File: src/rtl/twodisplays_decoder.sv
// Two-digit seven-segment bus decoder with stability filter,
// error classification and a once-per-reading valid/ready offer.
module twodisplays_decoder #(
    parameter int STABLE_CYCLES = 4
) (
    input  logic        clk,
    input  logic        rst_n,
    input  logic [13:0] displays,
    input  logic        out_ready,
    output logic        out_valid,
    output logic [3:0]  value,
    output logic [1:0]  err_code,
    output logic [7:0]  err_count
);

    typedef enum logic {TRACK, OFFER} state_t;

    state_t      state_q, state_d;
    logic [13:0] disp_q, last_pat, cap_pat;
    logic [7:0]  stab_cnt;
    logic        have_last;
    logic        stable;
    logic        load, take;

    logic [6:0]  tp, up;
    logic [3:0]  u;
    logic        u_ok, t, t_ok;
    logic [4:0]  raw;
    logic [1:0]  dec_err;
    logic [3:0]  dec_val;

    assign stable = (stab_cnt == 8'(STABLE_CYCLES));
    assign tp     = disp_q[13:7];
    assign up     = disp_q[6:0];

    always_comb begin
        u    = 4'd0;
        u_ok = 1'b1;
        case (up)
            7'b0000001: u = 4'd0;
            7'b1001111: u = 4'd1;
            7'b0010010: u = 4'd2;
            7'b0000110: u = 4'd3;
            7'b1001100: u = 4'd4;
            7'b0100100: u = 4'd5;
            7'b0100000: u = 4'd6;
            7'b0001111: u = 4'd7;
            7'b0000000: u = 4'd8;
            7'b0000100: u = 4'd9;
            default:    u_ok = 1'b0;
        endcase
    end

    always_comb begin
        t    = 1'b0;
        t_ok = 1'b1;
        case (tp)
            7'b0000001: t = 1'b0;
            7'b1001111: t = 1'b1;
            default:    t_ok = 1'b0;
        endcase
    end

    always_comb begin
        raw = t ? 5'd10 + {1'b0, u} : {1'b0, u};
        if (!t_ok)
            dec_err = 2'd1;
        else if (!u_ok)
            dec_err = 2'd2;
        else if (raw > 5'd15)
            dec_err = 2'd3;
        else
            dec_err = 2'd0;
        dec_val = (dec_err == 2'd0) ? raw[3:0] : 4'd0;
    end

    always_comb begin
        state_d = state_q;
        load    = 1'b0;
        take    = 1'b0;
        unique case (state_q)
            TRACK: begin
                if (stable && (!have_last || disp_q != last_pat)) begin
                    load    = 1'b1;
                    state_d = OFFER;
                end
            end
            OFFER: begin
                if (out_ready) begin
                    take    = 1'b1;
                    state_d = TRACK;
                end
            end
            default: state_d = TRACK;
        endcase
    end

    always_ff @(posedge clk) begin
        if (!rst_n) begin
            state_q   <= TRACK;
            disp_q    <= 14'h3FFF;
            stab_cnt  <= 8'd0;
            have_last <= 1'b0;
            last_pat  <= 14'h3FFF;
            cap_pat   <= 14'h3FFF;
            out_valid <= 1'b0;
            value     <= 4'd0;
            err_code  <= 2'd0;
            err_count <= 8'd0;
        end else begin
            state_q <= state_d;
            disp_q  <= displays;
            if (displays != disp_q)
                stab_cnt <= 8'd0;
            else if (!stable)
                stab_cnt <= stab_cnt + 8'd1;
            if (load) begin
                cap_pat   <= disp_q;
                value     <= dec_val;
                err_code  <= dec_err;
                out_valid <= 1'b1;
            end
            if (take) begin
                out_valid <= 1'b0;
                last_pat  <= cap_pat;
                have_last <= 1'b1;
                if (err_code != 2'd0 && err_count != 8'hFF)
                    err_count <= err_count + 8'd1;
            end
        end
    end

endmodule

File: config.mk
export PLATFORM = sky130hd
export DESIGN_NAME = twodisplays_decoder
export DESIGN_NICKNAME = d
export VERILOG_FILES = /design/src/rtl/twodisplays_decoder.sv
export SDC_FILE = /design/constraint.sdc
export NUM_CORES = 1
export LEC_CHECK = 0
export ABC_AREA = 1
export CAP_MARGIN = 10
export CORE_AREA = 2 2 84 86
export CTS_CLUSTER_DIAMETER = 60
export DETAILED_ROUTE_END_ITERATION = 8
export DIE_AREA = 0 0 86 88
export DONT_BUFFER_PORTS = 1
export PLACE_DENSITY = 0.68
export SLEW_MARGIN = 20
export SYNTH_ARGS = -nofsm -noshare
export SYNTH_HDL_FRONTEND = slang
export SYNTH_SLANG_ARGS = --single-unit
export TNS_END_PERCENT = 10
File: constraint.sdc
create_clock -name clk -period 1.5 [get_ports clk]
set_input_delay 0.3 -clock clk [delete_from_list [all_inputs] [get_ports clk]]
set_output_delay 0.3 -clock clk [all_outputs]
set_load 0.005 [all_outputs]
==> metrics <==
setup_tns -0.641 ns; cell mode on critical path nor2_4; Avg WL per Cell 13.3 um; Critical Path End value[2]; YS warnings 0; Root Driver clkbuf_8; Area Overhead vs Synth 28.1%; Final nets 511; worst min path class input port to flop; number of global-route vias before repair 2848; initial antenna violation count 0; Final Hold Fails 0; Die Ht 88 um; RePlAce Congestion 0.900; DRT antenna net count 0; critical-path cell list nor2_4, nand2_2, nor2_4, nor2_4, nand2_4, ha_4, nor2_1, a31oi_1, nand3_1, a21oi_1; clk slew on worst S/H paths 0.07 ns; reg2reg end value[2]; Port Buf Inserts 0; status finished with violations; Row Count 30; R2R depth 10; clock tree from TritonCTS done; Netlist Area Pre-Place 3200 um2; CTS HTree Levels 3; FF+latch count, synth 67; Tcrit/Tclk final 1.06; Final Max Slew Viols 0; # DRC 0; Crit Path Class flop to flop; WP data required 1.78 ns; drt total wl 7630 um; layout cells sized above 1 0.287; core area 6640 um2; RSZ-0062 raised after global routing true; CP Capture Type flop; Syn Inst Count 435; critical path's largest stage delay 0.41 ns; worst-skew pair later-pin latency 0.35 ns; Reg2Reg Setup Slack -0.09 ns; Critical path origin disp_q[6]; CP max-delay cell dfxtp_4; Slew headroom 0.747; Overflow after GRT 0; Least-Margin Pin Slew 0.378 ns; largest net degree at the start of global routing 46; Max Clk Rate 0.629 GHz; min Tclk post-route 1.59 ns; post-synthesis sequential area ratio 0.419; first-pass GRT wire length 12700 um; distinct cell type count after synthesis 35; syn avg cell area 7.36 um2; pwr/cell area 898 nW/um2; # diodes 0; Detailed Place HPWL 5330 um; die area 7570 um2; startpoint types flop; Total Power 3.68 mW; CTS Buf Count 9; initial core utilization 0.482; crit-path max FO 6; io pins 32; total number of vias 2907; post-synth net total 456; max cap viols 0; Final Skew 0.00859 ns; Worst Setup Slack, final -0.0891 ns; Critical R2R Launch disp_q[6]; VDD IR max 635 uV; clock tree buffer depth 2; Lkg Pwr 1.95 nW; Die X 86 um; failing checks negative setup slack; First-pass DRT Iterations 4; clock sinks 67; Hold Slack 0.0376 ns; CP arrival 1.87 ns; cts hold-fix bufs 0; Vias/cell 5.06; Iter 0 DRT Violations 123; GRT Total Usage 0.214; final core utilization 0.617; Final Setup Violations 22
[critical path: cells and delay by family (launching register included)]
kind            cells  cell delay, ns
simple gates        7            0.60
flops               1            0.41
compound gates      2            0.25
fa+ha+maj           1            0.26
[state kept, by name, indices dropped and copies added (netlist names)]
signal / count
value: 4
out_valid: 1
stab_cnt: 8
cap_pat: 14
err_code: 2
state_q: 1
have_last: 1
disp_q: 14
last_pat: 14
err_count: 8
[stage by stage]
stage	setup WS (ns)	cells	area (um2)
2_1_floorplan	-0.0204	435	3230
3_5_place_dp	-0.163	556	3690
4_1_cts	-0.0735	573	3990
3_3_place_gp	-0.160	556	3690
6_report	-0.0891	575	4100
5_1_grt	-0.212	575	4100
[kinds of logic (layout without fill, tap and decap cells)]
group,Yosys count,count (layout),synth area share
adder cells (fa/ha/maj),4,4,0.0156
flip-flops,67,67,0.419
buffers and inverters,72,132,0.0883
AO/OA/AOI/OAI,60,60,0.118
AND/OR/NAND/NOR,213,213,0.307
XOR/XNOR,19,19,0.0520
[placed cells by master, fill, tap and decap left out, drive strengths merged, types with 11 or more instances in the layout]
| cell | netlist | layout |
|---|---|---|
| a21oi | 15 | 15 |
| buf | 5 | 56 |
| clkbuf | 7 | 13 |
| dfxtp | 67 | 67 |
| inv | 60 | 60 |
| nand2 | 110 | 110 |
| nand3 | 30 | 30 |
| nor2 | 54 | 54 |
| o211ai | 21 | 21 |
| o21ai | 11 | 11 |
| xnor2 | 11 | 11 |
[cell type report]
cell class | instances | area (um2)
Clock buffer | 13 | 179
Clock inverter | 3 | 43.8
Fill cell | 592 | 2540
Inverter | 60 | 228
Multi-Input combinational cell | 296 | 1730
Sequential cell | 67 | 1370
Tap cell | 80 | 100
Timing Repair Buffer | 56 | 449
[report_power, final]
group	switching [mW]	internal [mW]	leakage, nW
Sequential	0.0350	1.79	0.545
Clock	0.687	0.949	0.116
Combinational	0.109	0.107	1.29
[synthesized netlist by cell type]
| master | n | area (um2) |
|---|---|---|
| nor4_1 | 1 | 6.26 |
| nor2_1 | 44 | 165 |
| nand3_1 | 28 | 140 |
| nand3_4 | 1 | 17.5 |
| a31oi_1 | 3 | 18.8 |
| nand3_2 | 1 | 10.0 |
| nor3_4 | 1 | 16.3 |
| dfxtp_1 | 67 | 1340 |
| buf_2 | 4 | 20.0 |
| nor4_2 | 1 | 12.5 |
| nor4_4 | 1 | 21.3 |
| o22ai_1 | 7 | 43.8 |
| or2_2 | 6 | 37.5 |
| inv_1 | 54 | 203 |
| o21ai_1 | 1 | 5.00 |
| nor3b_1 | 2 | 15.0 |
| nand2_1 | 106 | 398 |
| nand2_2 | 4 | 25.0 |
| o21a_1 | 1 | 7.51 |
| a21oi_1 | 15 | 75.1 |
| nor2_2 | 7 | 43.8 |
| nor3_1 | 4 | 20.0 |
| a21boi_2 | 1 | 11.3 |
| o211ai_1 | 21 | 158 |
| xor2_1 | 8 | 70.1 |
| nand4_1 | 2 | 12.5 |
| buf_6 | 1 | 11.3 |
| nor2_4 | 3 | 33.8 |
| inv_2 | 6 | 22.5 |
| nand3b_1 | 1 | 7.51 |
| ha_1 | 4 | 50.1 |
| clkbuf_1 | 7 | 26.3 |
| o21ai_0 | 10 | 50.1 |
| o2111ai_1 | 1 | 8.76 |
| xnor2_1 | 11 | 96.3 |
[per-layer routing]
metal,track usage,vias to the layer above,share of wire
li1,-,1502,-
met1,0.274,1338,0.47
met2,0.340,56,0.46
met3,0.0622,11,0.051
met4,0.0895,0,0.016
met5,0,-,0
[timing repair]
| item | CTS | global route |
|---|---|---|
| setup endpoints to repair | 28 | 34 |
| resized for setup | 29 | 26 |
| pin swaps | 13 | 15 |
| setup buffers | 1 | 2 |
[worst min path at each step]
stage	start	end	slack (ns)	cells after the start
after floorplan	displays[1]	disp_q[1]	0.40	2
after global placement	rst_n	disp_q[7]	0.38	1
after detailed placement	rst_n	disp_q[1]	0.38	1
after CTS	rst_n	disp_q[3]	0.01	1
after global routing	rst_n	disp_q[1]	0.01	1
final	rst_n	last_pat[1]	0.04	1
No activity file was read; power rests on OpenSTA's default activity.
